--- src/rtl/cray_scalar_pkg.sv ---
// ---------------------------------------------------------------------------
// cray_scalar_pkg
// Shared definitions for the scalar/address result write-back path:
//   - functional-unit select codes and their fixed latencies
//   - field widths and the record kept in each latency slot
// No ports (package).
// ---------------------------------------------------------------------------
package cray_scalar_pkg;

    localparam int DEST_W = 3;            // A register index width
    localparam int SRC_W  = 2;            // result source select width
    localparam int LAT_W  = 4;            // issue latency field width
    localparam int NREG   = 1 << DEST_W;  // number of A registers

    typedef enum logic [SRC_W-1:0] {
        FU_POPLZ = 2'd0,
        FU_AADD  = 2'd1,
        FU_AMUL  = 2'd2,
        FU_SPARE = 2'd3
    } fu_sel_e;

    localparam int LAT_POPLZ = 4;
    localparam int LAT_AADD  = 2;
    localparam int LAT_AMUL  = 6;

    // One pending result: where it goes and which unit bus produces it.
    typedef struct packed {
        logic              valid;
        logic [DEST_W-1:0] dest;
        logic [SRC_W-1:0]  src;
    } slot_t;

    localparam slot_t SLOT_EMPTY = '0;

endpackage

--- src/rtl/a_result_writeback_if.sv ---
// ---------------------------------------------------------------------------
// a_result_writeback_if
// Issue handshake, unit result buses and A-file write port of the A result
// write-back tracker.
//   master : issue logic / testbench side (drives requests and unit results)
//   slave  : the tracker (answers o_issue_ok, drives write port and o_a_resv)
// Signals:
//   i_issue, i_issue_dest[2:0], i_issue_src[1:0], i_issue_lat[3:0]  request
//   o_issue_ok                         request accepted this cycle (comb.)
//   i_fu_result[NSRC*AW-1:0]           unit s result at [s*AW +: AW]
//   o_a_we, o_a_waddr[2:0], o_a_wdata  registered A-file write port
//   o_a_resv[7:0]                      per-register reservation bits
// ---------------------------------------------------------------------------
interface a_result_writeback_if #(
    parameter int NSRC = 4,
    parameter int AW   = 24
);
    import cray_scalar_pkg::*;

    logic                 i_issue;
    logic [DEST_W-1:0]    i_issue_dest;
    logic [SRC_W-1:0]     i_issue_src;
    logic [LAT_W-1:0]     i_issue_lat;
    logic                 o_issue_ok;
    logic [NSRC*AW-1:0]   i_fu_result;
    logic                 o_a_we;
    logic [DEST_W-1:0]    o_a_waddr;
    logic [AW-1:0]        o_a_wdata;
    logic [NREG-1:0]      o_a_resv;

    modport master (
        output i_issue, i_issue_dest, i_issue_src, i_issue_lat, i_fu_result,
        input  o_issue_ok, o_a_we, o_a_waddr, o_a_wdata, o_a_resv
    );

    modport slave (
        input  i_issue, i_issue_dest, i_issue_src, i_issue_lat, i_fu_result,
        output o_issue_ok, o_a_we, o_a_waddr, o_a_wdata, o_a_resv
    );

endinterface

--- src/rtl/a_result_writeback_slot.sv ---
// ---------------------------------------------------------------------------
// a_wb_slot
// One position of the latency slot line. Each clock it either captures a
// newly issued entry (load) or takes the entry shifting down from the slot
// above it.
// Ports:
//   clk, rst_n   clock, asynchronous active-low reset
//   load         capture load_entry this edge (issue with matching latency)
//   load_entry   record of the accepted instruction
//   next_entry   record of the slot one position higher (empty for the top)
//   entry        current slot contents
// ---------------------------------------------------------------------------
module a_wb_slot
    import cray_scalar_pkg::*;
(
    input  logic  clk,
    input  logic  rst_n,
    input  logic  load,
    input  slot_t load_entry,
    input  slot_t next_entry,
    output slot_t entry
);

    // NOTE: every slot is reset, not just valid bits of a RAM-like array:
    // a reset must drop in-flight results so nothing is written afterwards.
    always_ff @(posedge clk or negedge rst_n) begin
        if (!rst_n) begin
            entry <= SLOT_EMPTY;
        end else if (load) begin
            // NOTE: non-blocking so every slot sees its neighbour's old value
            // and the whole line shifts by exactly one position per edge.
            entry <= load_entry;
        end else begin
            entry <= next_entry;
        end
    end

endmodule

--- src/rtl/a_result_writeback.sv ---
// ---------------------------------------------------------------------------
// a_result_writeback
// Result write-back tracker for the A register file. Functional units return
// untagged results after a fixed latency; this block remembers, per future
// cycle, which unit's bus to sample and which Ai to write, and keeps the
// reservation bits that issue uses as its RAW/WAW interlock.
// Ports:
//   clk, rst_n   clock, asynchronous active-low reset
//   bus          a_result_writeback_if.slave (issue handshake, unit results,
//                registered A write port, reservation bits)
// Parameters: MAX_LAT (slot count), NSRC (result sources), AW (A width)
// Configuration macro RESV_EARLY_RELEASE_EN:
//   defined   - reservation released at the edge ending the retire cycle,
//               so o_a_resv[d] is already 0 while o_a_we is high
//   undefined - reservation released one cycle later (after the write)
// ---------------------------------------------------------------------------
module a_result_writeback
    import cray_scalar_pkg::*;
#(
    parameter int MAX_LAT = 8,
    parameter int NSRC    = 4,
    parameter int AW      = 24
) (
    input logic             clk,
    input logic             rst_n,
    a_result_writeback_if.slave bus
);

    slot_t             slots [MAX_LAT];
    slot_t             new_entry;
    logic              lat_ok;
    logic              src_ok;
    logic              port_busy;
    logic              accept;
    logic [AW-1:0]     ret_data;
    logic [NREG-1:0]   resv_set;
    logic [NREG-1:0]   resv_clr;

    logic              a_we;
    logic [DEST_W-1:0] a_waddr;
    logic [AW-1:0]     a_wdata;
    logic [NREG-1:0]   a_resv;

    // Issue check. slot[L] holds whatever retires in the same cycle as this
    // request would; it must be empty since there is a single write port.
    // L == MAX_LAT lands in the top slot, which always shifts in empty.
    always_comb begin
        // NOTE: every output gets a default first so no path leaves a latch.
        lat_ok    = (bus.i_issue_lat != '0) && (int'(bus.i_issue_lat) <= MAX_LAT);
        port_busy = 1'b0;
        for (int k = 1; k < MAX_LAT; k++) begin
            if (bus.i_issue_lat == LAT_W'(k)) port_busy = slots[k].valid;
        end
        src_ok = 1'b0;
        for (int s = 0; s < NSRC; s++) begin
            if (bus.i_issue_src == SRC_W'(s)) src_ok = 1'b1;
        end
        accept = bus.i_issue && lat_ok && src_ok && !port_busy
                 && !a_resv[bus.i_issue_dest];
    end

    assign new_entry = '{valid: 1'b1, dest: bus.i_issue_dest, src: bus.i_issue_src};

    // Latency slot line: slot[L-1] loads on accept, everything else shifts down.
    for (genvar k = 0; k < MAX_LAT; k++) begin : g_slot
        slot_t next_in;
        if (k == MAX_LAT - 1) begin : g_top
            assign next_in = SLOT_EMPTY;
        end else begin : g_mid
            assign next_in = slots[k+1];
        end
        a_wb_slot u_slot (
            .clk        (clk),
            .rst_n      (rst_n),
            .load       (accept && (bus.i_issue_lat == LAT_W'(k + 1))),
            .load_entry (new_entry),
            .next_entry (next_in),
            .entry      (slots[k])
        );
    end

    // Retire mux: slot[0] names the unit whose bus carries the result now.
    always_comb begin
        ret_data = '0;
        for (int s = 0; s < NSRC; s++) begin
            if (slots[0].src == SRC_W'(s)) ret_data = bus.i_fu_result[s*AW +: AW];
        end
    end

    always_comb begin
        resv_set = '0;
        resv_clr = '0;
        if (accept) resv_set[bus.i_issue_dest] = 1'b1;
`ifdef RESV_EARLY_RELEASE_EN
        if (slots[0].valid) resv_clr[slots[0].dest] = 1'b1;
`else
        if (a_we) resv_clr[a_waddr] = 1'b1;
`endif
    end

    always_ff @(posedge clk or negedge rst_n) begin
        if (!rst_n) begin
            a_we    <= 1'b0;
            a_waddr <= '0;
            a_wdata <= '0;
            a_resv  <= '0;
        end else begin
            a_we <= slots[0].valid;
            if (slots[0].valid) begin
                a_waddr <= slots[0].dest;
                a_wdata <= ret_data;
            end
            // A new reservation outranks a release in the same edge.
            a_resv <= (a_resv & ~resv_clr) | resv_set;
        end
    end

    assign bus.o_issue_ok = accept;
    assign bus.o_a_we     = a_we;
    assign bus.o_a_waddr  = a_waddr;
    assign bus.o_a_wdata  = a_wdata;
    assign bus.o_a_resv   = a_resv;

endmodule

--- src/flat_wrapper.sv ---
// flat-port wrapper written by rule: the top's interface ports become plain ports
module a_result_writeback_flat import cray_scalar_pkg::*;
#(
    parameter int MAX_LAT = 8,
    parameter int NSRC    = 4,
    parameter int AW      = 24
)
  (clk, rst_n, bus_i_issue, bus_i_issue_dest, bus_i_issue_src, bus_i_issue_lat, bus_i_fu_result, bus_o_issue_ok, bus_o_a_we, bus_o_a_waddr, bus_o_a_wdata, bus_o_a_resv);
  a_result_writeback_if #(.NSRC(NSRC), .AW(AW)) bus_i ();
  input logic clk;
  input logic rst_n;
  input wire logic [$bits(bus_i.i_issue)-1:0] bus_i_issue;
  input wire logic [$bits(bus_i.i_issue_dest)-1:0] bus_i_issue_dest;
  input wire logic [$bits(bus_i.i_issue_src)-1:0] bus_i_issue_src;
  input wire logic [$bits(bus_i.i_issue_lat)-1:0] bus_i_issue_lat;
  input wire logic [$bits(bus_i.i_fu_result)-1:0] bus_i_fu_result;
  output wire logic [$bits(bus_i.o_issue_ok)-1:0] bus_o_issue_ok;
  output wire logic [$bits(bus_i.o_a_we)-1:0] bus_o_a_we;
  output wire logic [$bits(bus_i.o_a_waddr)-1:0] bus_o_a_waddr;
  output wire logic [$bits(bus_i.o_a_wdata)-1:0] bus_o_a_wdata;
  output wire logic [$bits(bus_i.o_a_resv)-1:0] bus_o_a_resv;
  assign bus_i.i_issue = bus_i_issue;
  assign bus_i.i_issue_dest = bus_i_issue_dest;
  assign bus_i.i_issue_src = bus_i_issue_src;
  assign bus_i.i_issue_lat = bus_i_issue_lat;
  assign bus_i.i_fu_result = bus_i_fu_result;
  assign bus_o_issue_ok = bus_i.o_issue_ok;
  assign bus_o_a_we = bus_i.o_a_we;
  assign bus_o_a_waddr = bus_i.o_a_waddr;
  assign bus_o_a_wdata = bus_i.o_a_wdata;
  assign bus_o_a_resv = bus_i.o_a_resv;
  a_result_writeback #(.MAX_LAT(MAX_LAT), .NSRC(NSRC), .AW(AW)) u_core (.clk(clk), .rst_n(rst_n), .bus(bus_i));
endmodule
--- config.mk ---
export PLATFORM = sky130hd
export DESIGN_NAME = a_result_writeback_flat
export DESIGN_NICKNAME = d
export VERILOG_FILES = /design/src/rtl/cray_scalar_pkg.sv /design/src/rtl/a_result_writeback_if.sv /design/src/rtl/a_result_writeback_slot.sv /design/src/rtl/a_result_writeback.sv /design/src/flat_wrapper.sv
export SDC_FILE = /design/constraint.sdc
export NUM_CORES = 1
export LEC_CHECK = 0
export CORE_MARGIN = 2
export CORE_UTILIZATION = 45
export CTS_CLUSTER_DIAMETER = 120
export DETAILED_ROUTE_END_ITERATION = 10
export GPL_TIMING_DRIVEN = 0
export PLACE_DENSITY_LB_ADDON = 0.1
export SETUP_SLACK_MARGIN = 0.5
export SLEW_MARGIN = 20
export SYNTH_ARGS = -nofsm -noshare
export SYNTH_HDL_FRONTEND = slang
export SYNTH_SLANG_ARGS = --single-unit
--- constraint.sdc ---
create_clock -name clk -period 5.4 [get_ports clk]
set_input_delay 0.54 -clock clk [delete_from_list [all_inputs] [get_ports clk]]
set_output_delay 0.54 -clock clk [all_outputs]
set_load 0.05 [all_outputs]
Yosys cells after proc, flatten, opt, wreduce, memory -nomap -nowiden
Index checks and enable logic that the tools add are counted.
{ "classes": {"n_lt_le_gt_ge": 5, "eq_ne": 14, "n_mux": 31, "bitwise": 3, "reduce_logical": 20} }
{ "ops": {"columns": ["op", "n"], "rows": [
  ["two-way mux 24 bit", 4],
  ["two-way mux 6 bit", 8],
  ["equality test 4 x 3 -> 1 bit (second input constant)", 4],
  ["two-way mux 8 bit", 2],
  ["logical AND 1 bit", 15],
  ["two-way mux 1 bit", 14],
  ["bitwise AND 8 bit", 1],
  ["equality test 2 bit (second input constant)", 4],
  ["equality test 4 x 2 -> 1 bit (second input constant)", 2],
  ["less-than comparator 3 x 4 -> 1 bit (second input constant)", 2],
  ["inverter 8 bit", 1],
  ["bitwise OR 8 bit", 1],
  ["demux 1 bit (select 3 bit)", 2],
  ["greater-or-equal comparator 3 x 1 -> 1 bit (second input constant)", 2],
  ["equality test 2 x 1 -> 1 bit (second input constant)", 2],
  ["equality test 4 x 1 -> 1 bit (second input constant)", 1],
  ["equality test 4 bit (second input constant)", 1],
  ["<= comparator 4 bit (second input constant)", 1],
  ["logical NOT 2 bit", 2],
  ["nonzero test 4 bit", 1],
  ["binary-select mux 1 bit (select 3 bit)", 1],
  ["logical NOT 1 bit", 2]
]} }
{ "word_totals": {"regBits": 84, "out_inout_bits": 37} }

Depth between registers and ports, before layout
{ "depth": {"word_depth": 13, "mapped_depth": 7, "ltp_nobuf": 6} }

Modules after synthesis
A second synthesis with hierarchy kept.
{ "unflattened": {"hier_cells": 279, "area_unflattened_um2": 4319.1} }
{ "by_module_without_submodules": {"columns": ["module", "instances", "cells_per_inst", "area_per_inst_um2", "seq_area_each_um2"], "rows": [
  ["a_result_writeback", 1, 175, 2307.2, 900.9],
  ["a_wb_slot", 8, 13, 251.5, 150.1]
]} }

Worst setup path after synthesis
Ideal clock, no wire load.
{ "synth_timing": {"path_kind": "in2out", "start": "in bus_i_issue_dest[0]", "end": "out bus_o_issue_ok", "arrival_ps": 2050, "setup_slack_ps": 2810, "stages": 6, "path_buffers": 1, "cell_sequence": "clkbuf_1 > mux2i_1 > o32ai_1 > nor4_4 > nand2_1 > inv_1"} }
{ "synth_via": {"elab_chain_len": 4} }
{ "synth_lines": {"columns": ["item", "line", "source"], "rows": [
  ["start, declared", "flat_wrapper.sv:13", "input wire logic [$bits(bus_i.i_issue_dest)-1:0] bus_i_issue_dest;"],
  ["binary-select mux 1 bit (select 3 bit)", "a_result_writeback.sv:59", "&& !a_resv[bus.i_issue_dest];"],
  ["two-way mux 1 bit (not written as such)", "a_result_writeback.sv:59", null],
  ["logical NOT 1 bit", "a_result_writeback.sv:59", null],
  ["logical AND 1 bit", "a_result_writeback.sv:59", null],
  ["end, declared", "flat_wrapper.sv:17", "output wire logic [$bits(bus_i.o_issue_ok)-1:0] bus_o_issue_ok;"]
]} }
No other way between the ends. The select of a mux whose other input is x is not followed.

Worst setup path after layout
{ "layout_timing": {"start": "in bus_i_issue_lat[2]", "end": "out bus_o_issue_ok"} }
{ "layout_via": {"elab_chain_len": 11, "word_cells_on_any_way": 22, "cone_classes": "order compare: 1; eq/ne: 7; mux: 7; reduce/logical: 7"} }
{ "layout_lines": {"columns": ["item", "line", "source"], "rows": [
  ["start, declared", "flat_wrapper.sv:15", "input wire logic [$bits(bus_i.i_issue_lat)-1:0] bus_i_issue_lat;"],
  ["equality test 4 x 1 -> 1 bit", "a_result_writeback.sv:52", "if (bus.i_issue_lat == LAT_W'(k)) port_busy = slots[k].valid;"],
  ["two-way mux 1 bit (7 in series)", "a_result_writeback.sv:52", null],
  ["logical NOT 1 bit", "a_result_writeback.sv:58", "accept = bus.i_issue && lat_ok && src_ok && !port_busy"],
  ["logical AND 1 bit (*)", "a_result_writeback.sv:58", null],
  ["logical AND 1 bit (*)", "a_result_writeback.sv:59", null]
]} }
Every way passes the cells marked *; elsewhere a longest branch is shown, timed or not.

==> impl_results.md <==
* Largest net degree at the start of global routing at 54
* Reg2reg end: u_core.g_slot[6].u_slot.entry[3]$_DFF_PN0_
* Routed wire length at 9060 µm
* Syn nets at 377
* Final core utilization at 66.2%
* Clock Skews at 0.0102 ns
* Initial antenna violation count at 0
* Global placement routability congestion at 0.831
* Leading area contributor after synthesis: dfrtp_1
* CP required at 4.86 ns
* CTS resizes at 0
* Asr flop ratio synth at 100%
* Run status: finished, final reports clean
* Met1 usage at 25.4%
* Starting Density at 45.8%
* First-pass iteration count of the detailed router at 4
* Critical Path Source: bus_i_issue_lat[2]
* Number of global-route vias before repair at 2897
* Maximum clock insertion buffer count at 2
* CTS clock-pin slew for the worst setup and hold paths at 0.08 ns
* Sw Ratio at 36.0%
* Detailed placement HPWL at 7190 µm
* Clock sink total at 84
* Worst r2r src: u_core.bus.o_a_resv[4]$_DFF_PN0_
* Worst-path maximum fanout at 10
* Cell Area, Synth at 0.00394 mm²
* Met3 Use GR at 5.18%
* Share of the synthesized area in the top cell type at 53.4%
* Vias per cell at 5.35
* Total congestion overflow at 0
* Root Driver: clkbuf_8
* Max frequency at 256 MHz
* H-tree levels at 3
* Fraction of layout cells with a size suffix above 1 at 24.8%
* Slew Limit Fails at 0
* Final min period at 3.90 ns
* Fin. Hold Viols at 0
* IO Port Bufs at 140
* RSZ-0062 raised after global routing: false
* IO Count at 145
* CP endpoint kind: output pin
* DRC at 0
* Max transition margin at 60.0%
* Leakage at 2.42 nW
* Synth Warn # at 0
* Critical path class: input pin to output pin
* Worst IR drop on VDD at 0.193 mV
* Syn Inst Count at 269
* FP Rows at 34
* Comb power frac at 39.6%
* Reg2reg path depth at 6
* Latest clock arrival within the worst-skew pair at 0.34 ns
* Synth top area cells: dfrtp_1 53%, mux2_2 18%, mux4_2 14%
* Worst Path Arrival at 3.36 ns
* Max-cap violations at 0
* Setup TNS at 0 ns
* Die ar. at 0.00951 mm²
* CTS Hold Bufs at 0
* Antenna Nets Post-Route at 0
* CTS tree: built
* Die Y at 97.5 µm
* Cell variety after synth at 35
* Number of synthesized flops with an enable pin at 0
* Core area at 0.00859 mm²
* Actual slew at the worst max-slew pin at 0.593 ns
* Setup slack, reg-to-reg at 3.14 ns
* Setup repair bufs after CTS at 0
* DRT iter0 DRCs at 145
* Sequential share of the synthesized area at 53.4%
* Wire length of the first global-routing pass at 14900 µm
* All-layer global routing usage at 19.6%
* Final period util at 72.2%
* TritonCTS Buffers at 9
* Endpoints failing setup at 0
* Post-synthesis average cell area at 14.6 µm²
* Antenna Cells at 0
* Routed vias at 2847
* Post-synth top flop: dfrtp_1
* CP Launch Type: input pin
* Layout Nets at 529
* Worst hold path class: input pin to async pin
* #FFs+latches synth at 84
* # fillers at 672
* Top-count cell post-synth: dfrtp_1
* Met2 Usage GRT at 32.5%
* Area grow syn2layout at 44.5%
* Clock network power share at 21.7%
* Grt peak-use layer: met2
* P_int at 0.00128 W
* DR WL/cell at 17.0 µm
* Flop pwr share at 38.8%
* Die width at 97.5 µm
* Synth top cells by count: 84 x dfrtp_1, 62 x mux2_2, 24 x mux4_2
* Net Sw Power at 0.000722 W
* Pwr per Cell Area at 352 mW/mm²
==> power groups by stage <==
stage	clock [W]	combinational (W)	sequential, W
floorplan	0	0.000144	0.00112
global placement	0	0.000790	0.000788
detailed placement	0	0.000799	0.000791
CTS	0.000449	0.000800	0.000778
global route	0.000473	0.000822	0.000789
finish	0.000435	0.000793	0.000777
==> how the worst max path moves through the flow <==
| stage | to | slack (ns) | cells after the start |
|---|---|---|---|
| 6_report | bus_o_issue_ok | 1.50 | 8 |
| 5_1_grt | bus_o_issue_ok | 1.31 | 8 |
| 4_1_cts | bus_o_issue_ok | 1.54 | 8 |
| 3_5_place_dp | bus_o_issue_ok | 1.56 | 8 |
| 3_3_place_gp | u_core.bus.o_a_resv[1]$_DFF_PN0_ | 0.90 | 1 |
| 2_1_floorplan | bus_o_issue_ok | 2.81 | 6 |
==> cells by family (layout without fill, tap and decap cells) <==
| kind of cell | count (synthesis) | after routing | synth area share (%) |
|---|---|---|---|
| muxes | 90 | 90 | 32.5 |
| DFF | 84 | 84 | 53.4 |
| and+or+nand+nor | 52 | 52 | 8.23 |
| buffers and inverters | 23 | 178 | 2.26 |
| AOI/OAI and AO/OA | 20 | 20 | 3.65 |
==> worst max-delay path: stages <==
cell and delay (ns):
clkdlybuf4s50_1 0.52, buf_1 0.35, mux2i_1 0.22, o21ai_0 0.08, o21ai_1 0.44, nand2_1 0.19, inv_1 0.19, clkdlybuf4s50_1 0.83
==> cell usage in the layout, fill, tap and decap left out, drive strengths merged, types with 6 or more instances in the layout <==
cell / synthesis / layout
clkdlybuf4s50: 0 / 139
dfrtp: 84 / 84
mux2: 62 / 62
clkbuf: 15 / 27
mux4: 24 / 24
nand2b: 11 / 11
o21ai: 8 / 8
and2: 6 / 6
buf: 4 / 6
==> flip-flops by register name, indices dropped and copies added (netlist names) <==
register	flops
u_core.bus.o_a_resv	8
u_core.bus.o_a_waddr	3
u_core.bus.o_a_wdata	24
u_core.bus.o_a_we	1
u_core.g_slot.u_slot.entry	48
==> per-layer routing <==
layer  vias to the layer above  wire, µm
met5                         -         0
met4                         0       129
met2                       107      4510
met1                      1410      3780
met3                        14       650
li1                       1316         -
==> per-stage QoR <==
stage	std cells	total power (W)	setup WS, ns	hold slack [ns]	instance area, µm²
finish	532	0.00200	1.50	0.138	5690
global route	532	0.00208	1.31	0.160	5690
CTS	532	0.00203	1.54	0.144	5690
detailed placement	518	0.00159	1.56	0.363	5500
global placement	517	0.00158	0.899	0.358	5470
floorplan	269	0.00126	2.81	0.244	3940
==> cell type report <==
| class | count | area, µm² | area share [%] |
|---|---|---|---|
| Clock buffer | 12 | 155 | 2.73 |
| Tap cell | 108 | 135 | 2.38 |
| Sequential cell | 84 | 2100 | 36.9 |
| Timing Repair Buffer | 141 | 1430 | 25.1 |
| Inverter | 4 | 15.0 | 0.264 |
| Multi-Input combinational cell | 162 | 1750 | 30.7 |
| Buffer | 19 | 73.8 | 1.30 |
| Clock inverter | 2 | 35.0 | 0.616 |
Power figures use the tool's default switching activity.
